File: config.mk
export PLATFORM = sky130hd
export DESIGN_NAME = mac_sequencer
export DESIGN_NICKNAME = d
export VERILOG_FILES = /design/src/rtl/mac_pkg.sv /design/src/rtl/mac_ld_pipe.sv /design/src/rtl/mac_sequencer.sv
export SDC_FILE = /design/constraint.sdc
export NUM_CORES = 1
export LEC_CHECK = 0
export CAP_MARGIN = 15
export CORE_AREA = 2 2 58 60
export CTS_CLUSTER_SIZE = 28
export DETAILED_ROUTE_END_ITERATION = 7
export DIE_AREA = 0 0 60 62
export PLACE_DENSITY = 0.74
export SETUP_SLACK_MARGIN = 0.02
export SYNTH_ARGS = -nofsm -noshare
export SYNTH_HDL_FRONTEND = slang
export SYNTH_HIERARCHICAL = 1
export SYNTH_SLANG_ARGS = --single-unit
export TNS_END_PERCENT = 10
File: constraint.sdc
create_clock -name clk_i -period 2.1 [get_ports clk_i]
set_input_delay 0.21 -clock clk_i [delete_from_list [all_inputs] [get_ports clk_i]]
set_output_delay 0.21 -clock clk_i [all_outputs]
set_load 0.05 [all_outputs]
File: src/rtl/mac_pkg.sv
// Shared types and constants for the MAC job sequencer.
// Holds the FSM state enum, load-pipeline latencies and a FIFO depth helper.
package mac_pkg;

    typedef enum logic [2:0] {
        ST_IDLE,
        ST_CLEAR,
        ST_FILL,
        ST_RUN,
        ST_DRAIN,
        ST_DONE
    } mac_seq_state_t;

    // Cycles from a FIFO read strobe to the operand and result loads.
    localparam int LD_OP_LAT  = 1;
    localparam int LD_RES_LAT = 2;

    function automatic int depth(input int addr_lines);
        return 1 << addr_lines;
    endfunction

endpackage

File: src/rtl/mac_ld_pipe.sv
// Fixed-latency load pipeline: turns the FIFO read strobe into datapath loads.
// Ports: clk_i, rstn_i, i_rd (read strobe), o_ld_op, o_ld_res, o_pipe_empty.
module mac_ld_pipe
    import mac_pkg::*;
(
    input  logic clk_i,
    input  logic rstn_i,
    input  logic i_rd,
    output logic o_ld_op,
    output logic o_ld_res,
    output logic o_pipe_empty
);

    logic [LD_RES_LAT-1:0] r_vld;

    always_ff @(posedge clk_i) begin
        if (!rstn_i) begin
            r_vld <= '0;
        end else begin
            r_vld <= {r_vld[LD_RES_LAT-2:0], i_rd};
        end
    end

    assign o_ld_op  = r_vld[LD_OP_LAT-1];
    assign o_ld_res = r_vld[LD_RES_LAT-1];

    // Only the last stage may still be set: its LD_result fires this cycle,
    // so nothing remains in flight once the clock edge passes.
    assign o_pipe_empty = ~|r_vld[LD_RES_LAT-2:0];

endmodule

File: src/rtl/mac_sequencer.sv
// Job-level controller for the MAC block: fill FIFOs, clear, run N taps, done.
// Ports: start/taps/keep job request, upstream valid/ready, FIFO flags in,
//        FIFO enables, datapath loads, rst_reg_n/redo clears, busy/done out.
module mac_sequencer
    import mac_pkg::*;
#(
    parameter int DATA_WIDTH = 32,
    parameter int ADDR_LINES = 4
) (
    input  logic                  clk_i,
    input  logic                  rstn_i,
    input  logic                  start_i,
    input  logic [ADDR_LINES:0]   taps_i,
    input  logic                  keep_coeff_i,
    input  logic                  in_valid_i,
    output logic                  in_ready_o,
    input  logic                  full_sig_i,
    input  logic                  empty_sig_i,
    input  logic                  full_coeff_i,
    input  logic                  empty_coeff_i,
    output logic                  wr_en_signal,
    output logic                  wr_en_coeff,
    output logic                  rd_en_signal,
    output logic                  rd_en_coeff,
    output logic                  LD_signal,
    output logic                  LD_coeff,
    output logic                  LD_result,
    output logic                  rst_reg_n,
    output logic                  redo,
    output logic                  busy_o,
    output logic                  done_o
);

    localparam int CW = ADDR_LINES + 1;
    localparam logic [CW-1:0] MAX_TAPS = CW'(depth(ADDR_LINES));

    if (DATA_WIDTH < 1 || ADDR_LINES < 1) begin : g_bad_param
        $error("mac_sequencer: DATA_WIDTH and ADDR_LINES must be >= 1");
    end

    mac_seq_state_t r_state;
    mac_seq_state_t w_next;

    logic [CW-1:0] r_taps;
    logic          r_keep;
    logic [CW-1:0] r_wr_cnt;
    logic [CW-1:0] r_rd_cnt;

    logic [CW-1:0] w_taps;
    logic [CW-1:0] w_wr_nxt;
    logic [CW-1:0] w_rd_nxt;
    logic          w_pipe_empty;

    // Out-of-range tap requests are clamped to the FIFO depth.
    assign w_taps   = (taps_i > MAX_TAPS) ? MAX_TAPS : taps_i;
    assign w_wr_nxt = r_wr_cnt + CW'(1);
    assign w_rd_nxt = r_rd_cnt + CW'(1);

    always_ff @(posedge clk_i) begin
        if (!rstn_i) begin
            r_state  <= ST_IDLE;
            r_taps   <= '0;
            r_keep   <= 1'b0;
            r_wr_cnt <= '0;
            r_rd_cnt <= '0;
        end else begin
            r_state <= w_next;
            if (r_state == ST_IDLE && start_i) begin
                r_taps   <= w_taps;
                r_keep   <= keep_coeff_i;
                r_wr_cnt <= '0;
                r_rd_cnt <= '0;
            end else begin
                if (wr_en_signal) r_wr_cnt <= w_wr_nxt;
                if (rd_en_signal) r_rd_cnt <= w_rd_nxt;
            end
        end
    end

    always_comb begin
        w_next       = r_state;
        in_ready_o   = 1'b0;
        wr_en_signal = 1'b0;
        wr_en_coeff  = 1'b0;
        rd_en_signal = 1'b0;
        rd_en_coeff  = 1'b0;
        rst_reg_n    = 1'b1;
        redo         = 1'b0;
        done_o       = 1'b0;
        unique case (r_state)
            ST_IDLE: begin
                if (start_i) w_next = ST_CLEAR;
            end
            ST_CLEAR: begin
                // Fresh job clears the accumulator; a reuse job rewinds the
                // coefficient pointer instead. Never both in one cycle.
                rst_reg_n = r_keep;
                redo      = r_keep;
                w_next    = (r_taps == '0) ? ST_DONE : ST_FILL;
            end
            ST_FILL: begin
                in_ready_o   = (r_wr_cnt < r_taps) & ~full_sig_i
                             & (r_keep | ~full_coeff_i);
                wr_en_signal = in_valid_i & in_ready_o;
                wr_en_coeff  = in_valid_i & in_ready_o & ~r_keep;
                if (wr_en_signal && w_wr_nxt == r_taps) w_next = ST_RUN;
            end
            ST_RUN: begin
                rd_en_signal = (r_rd_cnt < r_taps) & ~empty_sig_i
                             & ~empty_coeff_i;
                rd_en_coeff  = rd_en_signal;
                if (rd_en_signal && w_rd_nxt == r_taps) w_next = ST_DRAIN;
            end
            ST_DRAIN: begin
                if (w_pipe_empty) w_next = ST_DONE;
            end
            ST_DONE: begin
                done_o = 1'b1;
                w_next = ST_IDLE;
            end
            default: begin
                w_next = ST_IDLE;
            end
        endcase
    end

    assign busy_o = (r_state != ST_IDLE);

    mac_ld_pipe u_ld_pipe (
        .clk_i        (clk_i),
        .rstn_i       (rstn_i),
        .i_rd         (rd_en_signal),
        .o_ld_op      (LD_signal),
        .o_ld_res     (LD_result),
        .o_pipe_empty (w_pipe_empty)
    );

    assign LD_coeff = LD_signal;

endmodule

==> impl_metrics.py, run 1 <==
metrics = {
    "placed_design": {
        "place_congestion": 0.892,
        "dpl.hpwl_um": 2710,
        "port_buffers": 25,
    },
    "sta": {
        "fin_ws_ns": -0.162,
        "clock_skew_ns": 0.00239,
        "worst-slew-pin-transition_ns": 0.496,
        "min_period_ns": 2.26,
        "rsz0062_at_grt": "yes",
        "holdWs_ns": 0.454,
        "fmax_mhz": 442,
        "finalHoldViolations": 0,
        "slew_violations": 0,
        "finalSetupTns_ns": -0.859,
        "setup-violations-final": 8,
        "period_share_pct": 108,
        "slew_headroom_pct": 66.8,
    },
    "clock_network": {
        "cts_tree": "done",
        "ctsHoldBuffers": 0,
        "htreeDepth": 1,
        "clock_sinks": 21,
        "cts-root-buf": "clkbuf_4",
        "clkLatencyLatePin_ns": 0.31,
        "clk_path_buf_depth": 2,
        "cts_made_buffers": 3,
        "path_clk_slew_ns": 0.12,
    },
    "setup_path": {
        "cp_cell_sequence": "inv_4 -> buf_6 -> ha_4 -> a2111o_1 -> nor3_4 -> buf_12 -> buf_12",
        "regToRegStartpoint": "r_taps[4]",
        "slowest_stage": "a2111o_1",
        "crit_required_ns": 1.89,
        "critPathArrivalTime_ns": 2.05,
        "worst_r2r_endpoint": "r_wr_cnt[2]",
        "crit_path_max_incr_delay_ns": 0.48,
        "setup.worst_path.class": "reg2out",
        "reg2reg_depth": 7,
        "crit_top_cell": "buf_12",
        "path_max_fanout": 5,
        "crit_path_end_kind": "output pin",
        "ff2ff_setup_slack_ns": -0.11,
        "cp-start-kind": "flop",
    },
    "global_route": {
        "track_usage_pct": 20.1,
        "grt-ovfl-total": 0,
        "grt_pass1_wl_um": 5540,
        "grt_max_degree": 13,
        "antenna_found_initial": 0,
        "grt_pass1_vias": 1256,
    },
    "die": {
        "core_area_mm2": 0.00318,
        "die-area_mm2": 0.00372,
        "start_util_pct": 44.0,
        "fp-row-count": 21,
        "die_w_um": 60,
        "pin_count": 26,
        "die_h_um": 62,
    },
    "yosys": {
        "synth_edf_count": 0,
        "yosysSeqAreaShare_pct": 30.0,
        "synthFlopType": "dfxtp_1",
        "ys_types": 41,
        "synthCells": 163,
        "ys_warn_count": 6,
        "syn_area_mm2": 0.00140,
        "synthArstFlopShare_pct": 0,
        "syn_area_per_cell_um2": 8.59,
        "synth_nets": 189,
        "synth_seq_cells": 21,
    },
    "route": {
        "wl_met2_um": 1780,
        "drt_iter0_markers": 59,
        "routed_wl_um": 3470,
        "num_vias": 1339,
        "route.met3.wl_um": 138,
        "drt-met1-wl_um": 1510,
        "wl_per_cell_um": 13.8,
        "antenna_left": 0,
        "routed.top_layer": "met4",
        "drt-pass1-iter-count": 4,
        "route.detailed.drc": 0,
        "viasPerCell": 5.31,
    },
    "power": {
        "power_density_mw_per_mm2": 622,
        "p_int_mw": 0.718,
        "p_leak_nw": 0.801,
        "p_sw_share_pct": 41.6,
        "seq_power_share_pct": 39.4,
        "combPwrFrac_pct": 44.2,
        "p_sw_mw": 0.510,
        "irDropWorstVdd_mv": 0.506,
        "p_total_mw": 1.23,
        "pwr-share-clk_pct": 16.4,
    },
    "flow_run": {
        "maxCapViolCount": 0,
    },
    "final_layout": {
        "fin_nets": 233,
        "num-fill-cells": 274,
        "diodes": 0,
        "drive_above_1_share_pct": 23.3,
        "utilization_pct": 62.1,
        "syn_to_final_growth_pct": 41.1,
    },
    "min_path": {
        "min_path_cells": 3,
        "hp-class": "in2reg",
        "hp-start": "keep_coeff_i",
        "holdPathEnd": "r_keep",
    },
    "status": {
        "status": "complete, but fails checks",
        "violations": "setup timing",
    },
}
[through the flow]
| step | setup WS [ns] | area [µm²] | cells |
|---|---|---|---|
| floorplan | -0.0310 | 1440 | 163 |
| global placement | -0.0201 | 1870 | 243 |
| detailed placement | -0.152 | 1870 | 243 |
| CTS | -0.180 | 1930 | 248 |
| global route | -0.235 | 1980 | 252 |
| finish | -0.162 | 1980 | 252 |
[power groups by stage]
stage	Sequential (mW)	Clock, mW	Combinational (mW)
after global placement	0.488	0	0.523
after floorplan	0.468	0	0.379
after detailed placement	0.490	0	0.534
final	0.484	0.201	0.543
after global routing	0.494	0.217	0.592
after CTS	0.482	0.208	0.535
[layout make-up]
type                       count  area (µm²)  share of cell area [%]
multi-input combinational    125         960                    48.6
timing repair buffer          44         455                    23.1
sequential                    21         428                    21.7
tap                           46        57.6                    2.91
inverter                      12        47.5                    2.41
clock buffer                   3        22.5                    1.14
clock inverter                 1        5.00                   0.253
[sequential cells by signal, summed over array words and instances, names as in the netlist]
signal,flops
r_rd_cnt,5
u_ld_pipe/r_vld,2
r_taps,5
r_wr_cnt,5
r_state,3
r_keep,1
[cell families after synthesis]
group / share of synthesized area [%]
and+or+nand+nor: 27.0
AOI/OAI and AO/OA: 16.8
DFF: 30.0
buffers and inverters: 5.18
xor gates and xnor gates: 8.13
adders and majority gates: 10.7
muxes: 2.14
[worst max-delay path by stage]
| stage | startpoint | endpoint | slack, ns |
|---|---|---|---|
| after floorplan | r_taps[3] | r_state[0] | -0.03 |
| after global placement | r_taps[3] | r_state[0] | -0.02 |
| after detailed placement | r_taps[3] | r_state[0] | -0.15 |
| after CTS | r_taps[3] | wr_en_coeff | -0.18 |
| after global routing | r_taps[4] | rd_en_coeff | -0.24 |
| final | r_taps[4] | rd_en_coeff | -0.16 |
[cells in the final DEF (no fill, tap or decap), types with 2 or more instances in the layout]
master	count
nor4_1	3
or3_1	2
nand2_1	7
inv_1	9
dfxtp_2	3
clkbuf_4	3
dfxtp_1	17
a21oi_1	10
clkdlybuf4s50_1	16
nor2_1	15
nand3_1	8
a21oi_2	2
xor2_1	5
ha_4	2
buf_4	19
nor3_1	2
buf_12	6
and2_1	2
mux2i_1	3
o21ai_0	4
nor3b_1	7
ha_1	10
nor2b_1	6
o211ai_1	2
o22ai_1	2
xnor2_1	8
nor4b_1	3
nand2b_1	4
[worst max-delay path, delay by kind of cell (launching register included)]
kind                     cells  cell delay [ns]
AO/OA/AOI/OAI                1             0.48
adder cells (fa/ha/maj)      1             0.20
buffers and inverters        4             0.43
flip-flops                   1             0.38
AND/OR/NAND/NOR              1             0.25
[cells in the mapped netlist (2+ instances only)]
master,n,area share (%)
clkbuf_1,2,0.54
o21ai_0,4,1.4
nor2b_1,6,2.7
dfxtp_1,21,30
inv_1,11,2.9
xnor2_1,8,5.0
and2_1,2,0.89
nor3b_1,7,3.8
nand2b_1,4,1.8
mux2i_1,3,2.1
o22ai_1,2,0.89
nor4_1,3,1.3
nor3_1,3,1.1
nand2_1,7,1.9
or3_1,2,0.89
buf_4,2,1.1
nand3_1,8,2.9
o211ai_1,2,1.1
xor2_1,5,3.1
a21oi_1,12,4.3
nor2_1,16,4.3
nor4b_1,3,1.9
ha_1,12,11
[timing repair]
item / 4_1_cts / 5_1_grt
endpoints found under the setup margin: 10 / 13
buffers inserted: 1 / 4
gates resized for setup: 7 / 5
pin swaps: 9 / 3
[layer usage]
layer,track usage (%),vias to the layer above
li1,-,677
met1,24.9,627
met2,36.3,30
met3,2.28,5
met4,6.67,0
met5,0,-
Note: power is estimated with default switching activity, not from simulation.
==> run 2, diff against run 1 <==
- CAP_MARGIN: 15 -> 20
- SYNTH_HIERARCHICAL: 1 -> default
==> run 2 against run 1 <==
Largest cell class unchanged. Cell count up 2.4%. Critical endpoint is now wr_en_coeff. Synthesized area up 0.63%. The flow still finishes with violations (setup timing). Routed wire length up 5.7%. Critical path type unchanged.
==> impl_metrics.py, run 2 <==
metrics = {
    "status": {
        "status": "complete, but fails checks",
        "violations": "setup timing",
    },
    "yosys": {
        "synth_edf_count": 0,
        "yosysTopAreaCell": "dfxtp_1",
        "synthArstFlopShare_pct": 0,
        "yosysMostFrequentCell": "dfxtp_1",
        "yosysSeqAreaShare_pct": 29.8,
        "synthTopCellsByArea": "dfxtp_1 30%, ha_1 11%, xor2_1 6.2%",
        "synthCells": 170,
        "synth_top_area_share_pct": 29.8,
        "syn_area_per_cell_um2": 8.29,
        "synthFlopType": "dfxtp_1",
        "ys_types": 42,
        "synth_commonest_cells": "21 x dfxtp_1, 16 x nor2_1, 12 x a21oi_1, 12 x ha_1, 12 x inv_1",
        "synth_nets": 196,
        "syn_area_mm2": 0.00141,
        "synth_seq_cells": 21,
        "ys_warn_count": 0,
    },
    "route": {
        "routed_wl_um": 3670,
        "wl_met2_um": 1840,
        "viasPerCell": 5.30,
        "drt_iter0_markers": 124,
        "num_vias": 1368,
        "wl_per_cell_um": 14.2,
        "route.detailed.drc": 0,
        "antenna_left": 0,
        "routed.top_layer": "met4",
        "drt-pass1-iter-count": 4,
        "drt-met1-wl_um": 1590,
        "route.met3.wl_um": 175,
    },
    "power": {
        "p_leak_nw": 0.841,
        "p_sw_mw": 0.597,
        "pwr-share-clk_pct": 14.7,
        "irDropWorstVdd_mv": 0.450,
        "p_total_mw": 1.38,
        "p_int_mw": 0.781,
        "combPwrFrac_pct": 50.3,
        "power_density_mw_per_mm2": 688,
        "seq_power_share_pct": 35.0,
        "p_sw_share_pct": 43.3,
    },
    "final_layout": {
        "syn_to_final_growth_pct": 42.1,
        "fin_nets": 239,
        "drive_above_1_share_pct": 24.5,
        "instances_no_fill": 258,
        "num-fill-cells": 276,
        "layout_commonest_cell": "buf_4",
        "reg_top3": "r_rd_cnt (5), r_taps (5), r_wr_cnt (5)",
        "utilization_pct": 63.0,
        "final_cell_mix": "22 x buf_4, 17 x dfxtp_1, 16 x clkdlybuf4s50_1",
        "diodes": 0,
    },
    "clock_network": {
        "path_clk_slew_ns": 0.13,
        "htreeDepth": 1,
        "cts_tree": "done",
        "cts_made_buffers": 3,
        "clkLatencyLatePin_ns": 0.31,
        "clk_path_buf_depth": 2,
        "cts-root-buf": "clkbuf_4",
        "clock_sinks": 21,
    },
    "sta": {
        "slew_violations": 0,
        "min_period_ns": 2.30,
        "slew_headroom_pct": 59.2,
        "fin_ws_ns": -0.203,
        "finalHoldViolations": 0,
        "worst-slew-pin-transition_ns": 0.596,
        "clock_skew_ns": 0.00900,
        "rsz0062_at_grt": "yes",
        "period_share_pct": 110,
        "setup-violations-final": 7,
        "fmax_mhz": 434,
    },
    "global_route": {
        "grt_max_degree": 13,
        "grt_pass1_wl_um": 6110,
        "grt_pass1_vias": 1349,
        "antenna_found_initial": 0,
        "track_usage_pct": 22.2,
        "grt-ovfl-total": 0,
    },
    "placed_design": {
        "pre_cts_ws_ns": -0.0671,
        "dpl.hpwl_um": 2830,
        "port_buffers": 25,
        "place_congestion": 0.815,
        "placed_cells": 253,
    },
    "setup_path": {
        "crit_required_ns": 1.89,
        "cp_cell_sequence": "inv_4 -> ha_4 -> a211oi_2 -> o21ai_1 -> or4_4 -> nor2_4 -> buf_12",
        "reg2reg_depth": 8,
        "worst_r2r_endpoint": "r_wr_cnt[4]",
        "crit_path_max_incr_delay_ns": 0.58,
        "ff2ff_setup_slack_ns": -0.13,
        "crit_path_end_kind": "output pin",
        "path_max_fanout": 3,
        "regToRegStartpoint": "r_taps[4]",
        "cp-start-kind": "flop",
        "critPathArrivalTime_ns": 2.09,
        "setup.worst_path.class": "reg2out",
        "slowest_stage": "or4_4",
    },
    "min_path": {
        "hp-class": "reg2reg",
        "holdPathEnd": "u_ld_pipe.r_vld[1]",
        "min_path_cells": 1,
        "hp-start": "u_ld_pipe.r_vld[0]",
    },
    "flow_run": {
        "maxCapViolCount": 0,
    },
    "die": {
        "start_util_pct": 44.3,
        "die_h_um": 62,
        "pin_count": 26,
        "die-area_mm2": 0.00372,
        "fp-row-count": 21,
        "die_w_um": 60,
        "core_area_mm2": 0.00318,
    },
}
run 2: cell families after synthesis:
family	count (synthesis)	synth area share [%]
AOI/OAI and AO/OA	34	16.3
buffers and inverters	21	7.28
adders and majority gates	12	10.7
xor gates and xnor gates	15	9.32
and+or+nand+nor	64	24.5
muxes	3	2.13
DFF	21	29.8
run 2: worst max path at each step:
| stage | from | endpoint | slack, ns | cells past startpoint |
|---|---|---|---|---|
| detailed placement | full_sig_i | r_wr_cnt[4] | -0.07 | 7 |
| global route | r_taps[4] | wr_en_coeff | -0.33 | 7 |
| CTS | r_taps[4] | wr_en_coeff | -0.25 | 8 |
| global placement | full_sig_i | r_wr_cnt[3] | 0.02 | 7 |
| finish | r_taps[4] | wr_en_coeff | -0.20 | 7 |
| floorplan | r_taps[4] | r_wr_cnt[0] | -0.07 | 10 |
run 2: stage by stage:
step                      cell area (µm²)  hold slack, ns  setup TNS, ns
after CTS                            1990           0.519          -1.30
after global placement               1920           0.496              0
final                                2000           0.516          -1.07
after detailed placement             1920           0.498         -0.160
after global routing                 2000           0.553          -2.14
after floorplan                      1490           0.368         -0.282
run 2: power by group through the flow:
stage               logic [mW]  clock network (mW)  registers (mW)
global placement         0.665                   0           0.484
finish                   0.693               0.203           0.482
detailed placement       0.682                   0           0.487
global route             0.756               0.230           0.487
floorplan                0.470                   0           0.478
CTS                      0.685               0.207           0.480
run 2: layout make-up:
class / instances / area (µm²) / share of cell area [%]
repair buffers: 47 / 479 / 23.9
flip-flops and latches: 21 / 425 / 21.3
well taps: 46 / 57.6 / 2.88
multi-input cells: 128 / 961 / 48.0
inverters: 12 / 51.3 / 2.56
clock inverters: 1 / 5.00 / 0.250
clock buffers: 3 / 22.5 / 1.13
run 2: metal layers:
metal  GRT usage (%)  vias up
met2            37.9       40
li1                -      690
met1            27.5      630
met4            7.94        0
met3            4.76        8
met5               0        -
run 2: repair_timing:
action	CTS	global route
buffers inserted	2	0
hold buffers	0	0
setup endpoints to repair	8	15
pin swaps	6	2
resized for setup	9	7
endpoints found under the hold margin	0	0
run 2: worst max-delay path, delay by kind of cell, from the launching register on:
family / cells / cell delay (ns)
buf+inv: 2 / 0.18
simple gates: 2 / 0.70
fa+ha+maj: 1 / 0.21
flops: 1 / 0.37
compound gates: 2 / 0.30
==> run 3, diff against run 2 <==
- SKIP_LAST_GASP: default -> 1
==> run 3 against run 2 <==
The run still ends with setup timing left. First-iteration DRC count decreased by 19%. Power decreased by 0.21%. Non-clock buffer count unchanged. Global-route usage about the same. Clock skew increased by 0.0015 ns. Die area unchanged. Fmax decreased by 0.38%. Cell count unchanged. Setup slack got worse by 0.0087 ns. Via count increased by 1.3%. Routed wire length decreased by 0.95%. Largest power group unchanged. Highest routed layer unchanged.
==> impl_metrics.py, run 3 (synthesis results as in run 2) <==
metrics = {
    "status": {
        "status": "complete, but fails checks",
        "violations": "setup timing",
    },
    "power": {
        "pwr-share-clk_pct": 14.9,
        "p_leak_nw": 0.805,
        "p_total_mw": 1.37,
        "p_sw_mw": 0.589,
        "irDropWorstVdd_mv": 0.450,
        "p_int_mw": 0.786,
        "seq_power_share_pct": 35.0,
        "power_density_mw_per_mm2": 697,
        "combPwrFrac_pct": 50.1,
        "p_sw_share_pct": 42.9,
    },
    "placed_design": {
        "dpl.hpwl_um": 2830,
        "port_buffers": 25,
        "place_congestion": 0.815,
        "pre_cts_ws_ns": -0.0671,
    },
    "route": {
        "drt_iter0_markers": 101,
        "antenna_left": 0,
        "routed_wl_um": 3630,
        "route.met3.wl_um": 178,
        "routed.top_layer": "met4",
        "route.detailed.drc": 0,
        "drt-pass1-iter-count": 4,
        "wl_per_cell_um": 14.1,
        "viasPerCell": 5.37,
        "wl_met2_um": 1840,
        "num_vias": 1386,
        "drt-met1-wl_um": 1550,
    },
    "clock_network": {
        "cts_made_buffers": 3,
        "path_clk_slew_ns": 0.13,
        "htreeDepth": 1,
        "clkLatencyLatePin_ns": 0.31,
        "clk_path_buf_depth": 2,
        "cts_tree": "done",
        "cts-root-buf": "clkbuf_4",
        "clock_sinks": 21,
        "ctsHoldBuffers": 0,
    },
    "sta": {
        "fin_ws_ns": -0.212,
        "setup-violations-final": 8,
        "rsz0062_at_grt": "yes",
        "finalHoldViolations": 0,
        "holdWs_ns": 0.514,
        "min_period_ns": 2.31,
        "slew_headroom_pct": 57.6,
        "clock_skew_ns": 0.0105,
        "period_share_pct": 110,
        "slew_violations": 0,
        "worst-slew-pin-transition_ns": 0.620,
        "fmax_mhz": 433,
    },
    "setup_path": {
        "crit_path_max_incr_delay_ns": 0.39,
        "reg2reg_depth": 8,
        "crit_path_end_kind": "output pin",
        "critPathArrivalTime_ns": 2.10,
        "path_max_fanout": 5,
        "path_buf_inv": 4,
        "slowest_stage": "a2111oi_4",
        "crit_cells": 7,
        "crit_required_ns": 1.89,
        "cp-start-kind": "flop",
        "setup.worst_path.class": "reg2out",
        "crit_top_cell": "buf_12",
        "cp_cell_sequence": "inv_4 -> buf_4 -> ha_1 -> a2111oi_4 -> and3_4 -> buf_12 -> buf_12",
        "critical_path.top_delay_family": "buffers and inverters",
    },
    "final_layout": {
        "syn_to_final_growth_pct": 40.0,
        "drive_above_1_share_pct": 22.6,
        "layout_commonest_cell": "buf_4",
        "fin_nets": 239,
        "diodes": 0,
        "reg_top3": "r_rd_cnt (5), r_taps (5), r_wr_cnt (5)",
        "final_cell_mix": "22 x buf_4, 19 x clkdlybuf4s50_1, 17 x dfxtp_1",
        "utilization_pct": 62.0,
    },
    "global_route": {
        "grt_max_degree": 13,
        "grt-ovfl-total": 0,
        "grt_pass1_wl_um": 6080,
        "grt_pass1_vias": 1343,
        "track_usage_pct": 22.1,
        "antenna_found_initial": 0,
    },
    "die": {
        "core_area_mm2": 0.00318,
        "die_h_um": 62,
        "pin_count": 26,
        "die_w_um": 60,
        "die-area_mm2": 0.00372,
        "fp-row-count": 21,
        "start_util_pct": 44.3,
    },
    "min_path": {
        "min_path_cells": 1,
        "hp-class": "reg2reg",
    },
    "flow_run": {
        "maxCapViolCount": 0,
    },
}
[run 3: path summary, 6_finish.rpt]
check / start / endpoint / slack (ns)
worst max-delay path: r_taps[4] / rd_en_coeff / -0.21
worst min-delay path: u_ld_pipe.r_vld[0] / u_ld_pipe.r_vld[1] / 0.51
worst max register to register: r_taps[4] / r_wr_cnt[4] / -0.15
worst min register to register: u_ld_pipe.r_vld[0] / u_ld_pipe.r_vld[1] / 0.51
[run 3: metal layers]
metal	vias up	GRT usage (%)
met5	-	0
met4	0	7.94
met3	8	4.76
met2	45	37.9
met1	645	27.4
li1	688	-
[run 3: timing repair]
item	4_1_cts	5_1_grt
pin swaps	4	1
setup buffers	2	0
endpoints found under the setup margin	8	17
gates cloned	0	0
gates resized for setup	6	1
[run 3: through the flow]
step / cell area (µm²) / setup TNS [ns] / cells
6_report: 1970 / -1.34 / 258
5_1_grt: 1970 / -2.78 / 258
4_1_cts: 1980 / -1.56 / 259
3_5_place_dp: 1920 / -0.160 / 253
3_3_place_gp: 1920 / 0 / 253
2_1_floorplan: 1490 / -0.282 / 170
[run 3: final cells by class]
class | instances | area [µm²]
well taps | 46 | 57.6
inverters | 12 | 51.3
multi-input cells | 128 | 935
clock buffers | 3 | 22.5
repair buffers | 47 | 475
fillers | 281 | 1210
clock inverters | 1 | 5.00
flip-flops and latches | 21 | 425
[run 3: power groups by stage]
stage | registers [mW] | logic, mW | clock network [mW]
2_1_floorplan | 0.478 | 0.470 | 0
3_3_place_gp | 0.484 | 0.665 | 0
3_5_place_dp | 0.487 | 0.682 | 0
4_1_cts | 0.479 | 0.687 | 0.207
5_1_grt | 0.487 | 0.751 | 0.230
6_report | 0.481 | 0.689 | 0.204
[run 3: worst register-to-register path: cells and delay by family (launching register included)]
family | cells | cell delay (ns)
AND/OR/NAND/NOR | 2 | 0.92
AO/OA/AOI/OAI | 3 | 0.45
flip-flops | 1 | 0.38
buffers and inverters | 2 | 0.23
adder cells (fa/ha/maj) | 1 | 0.21
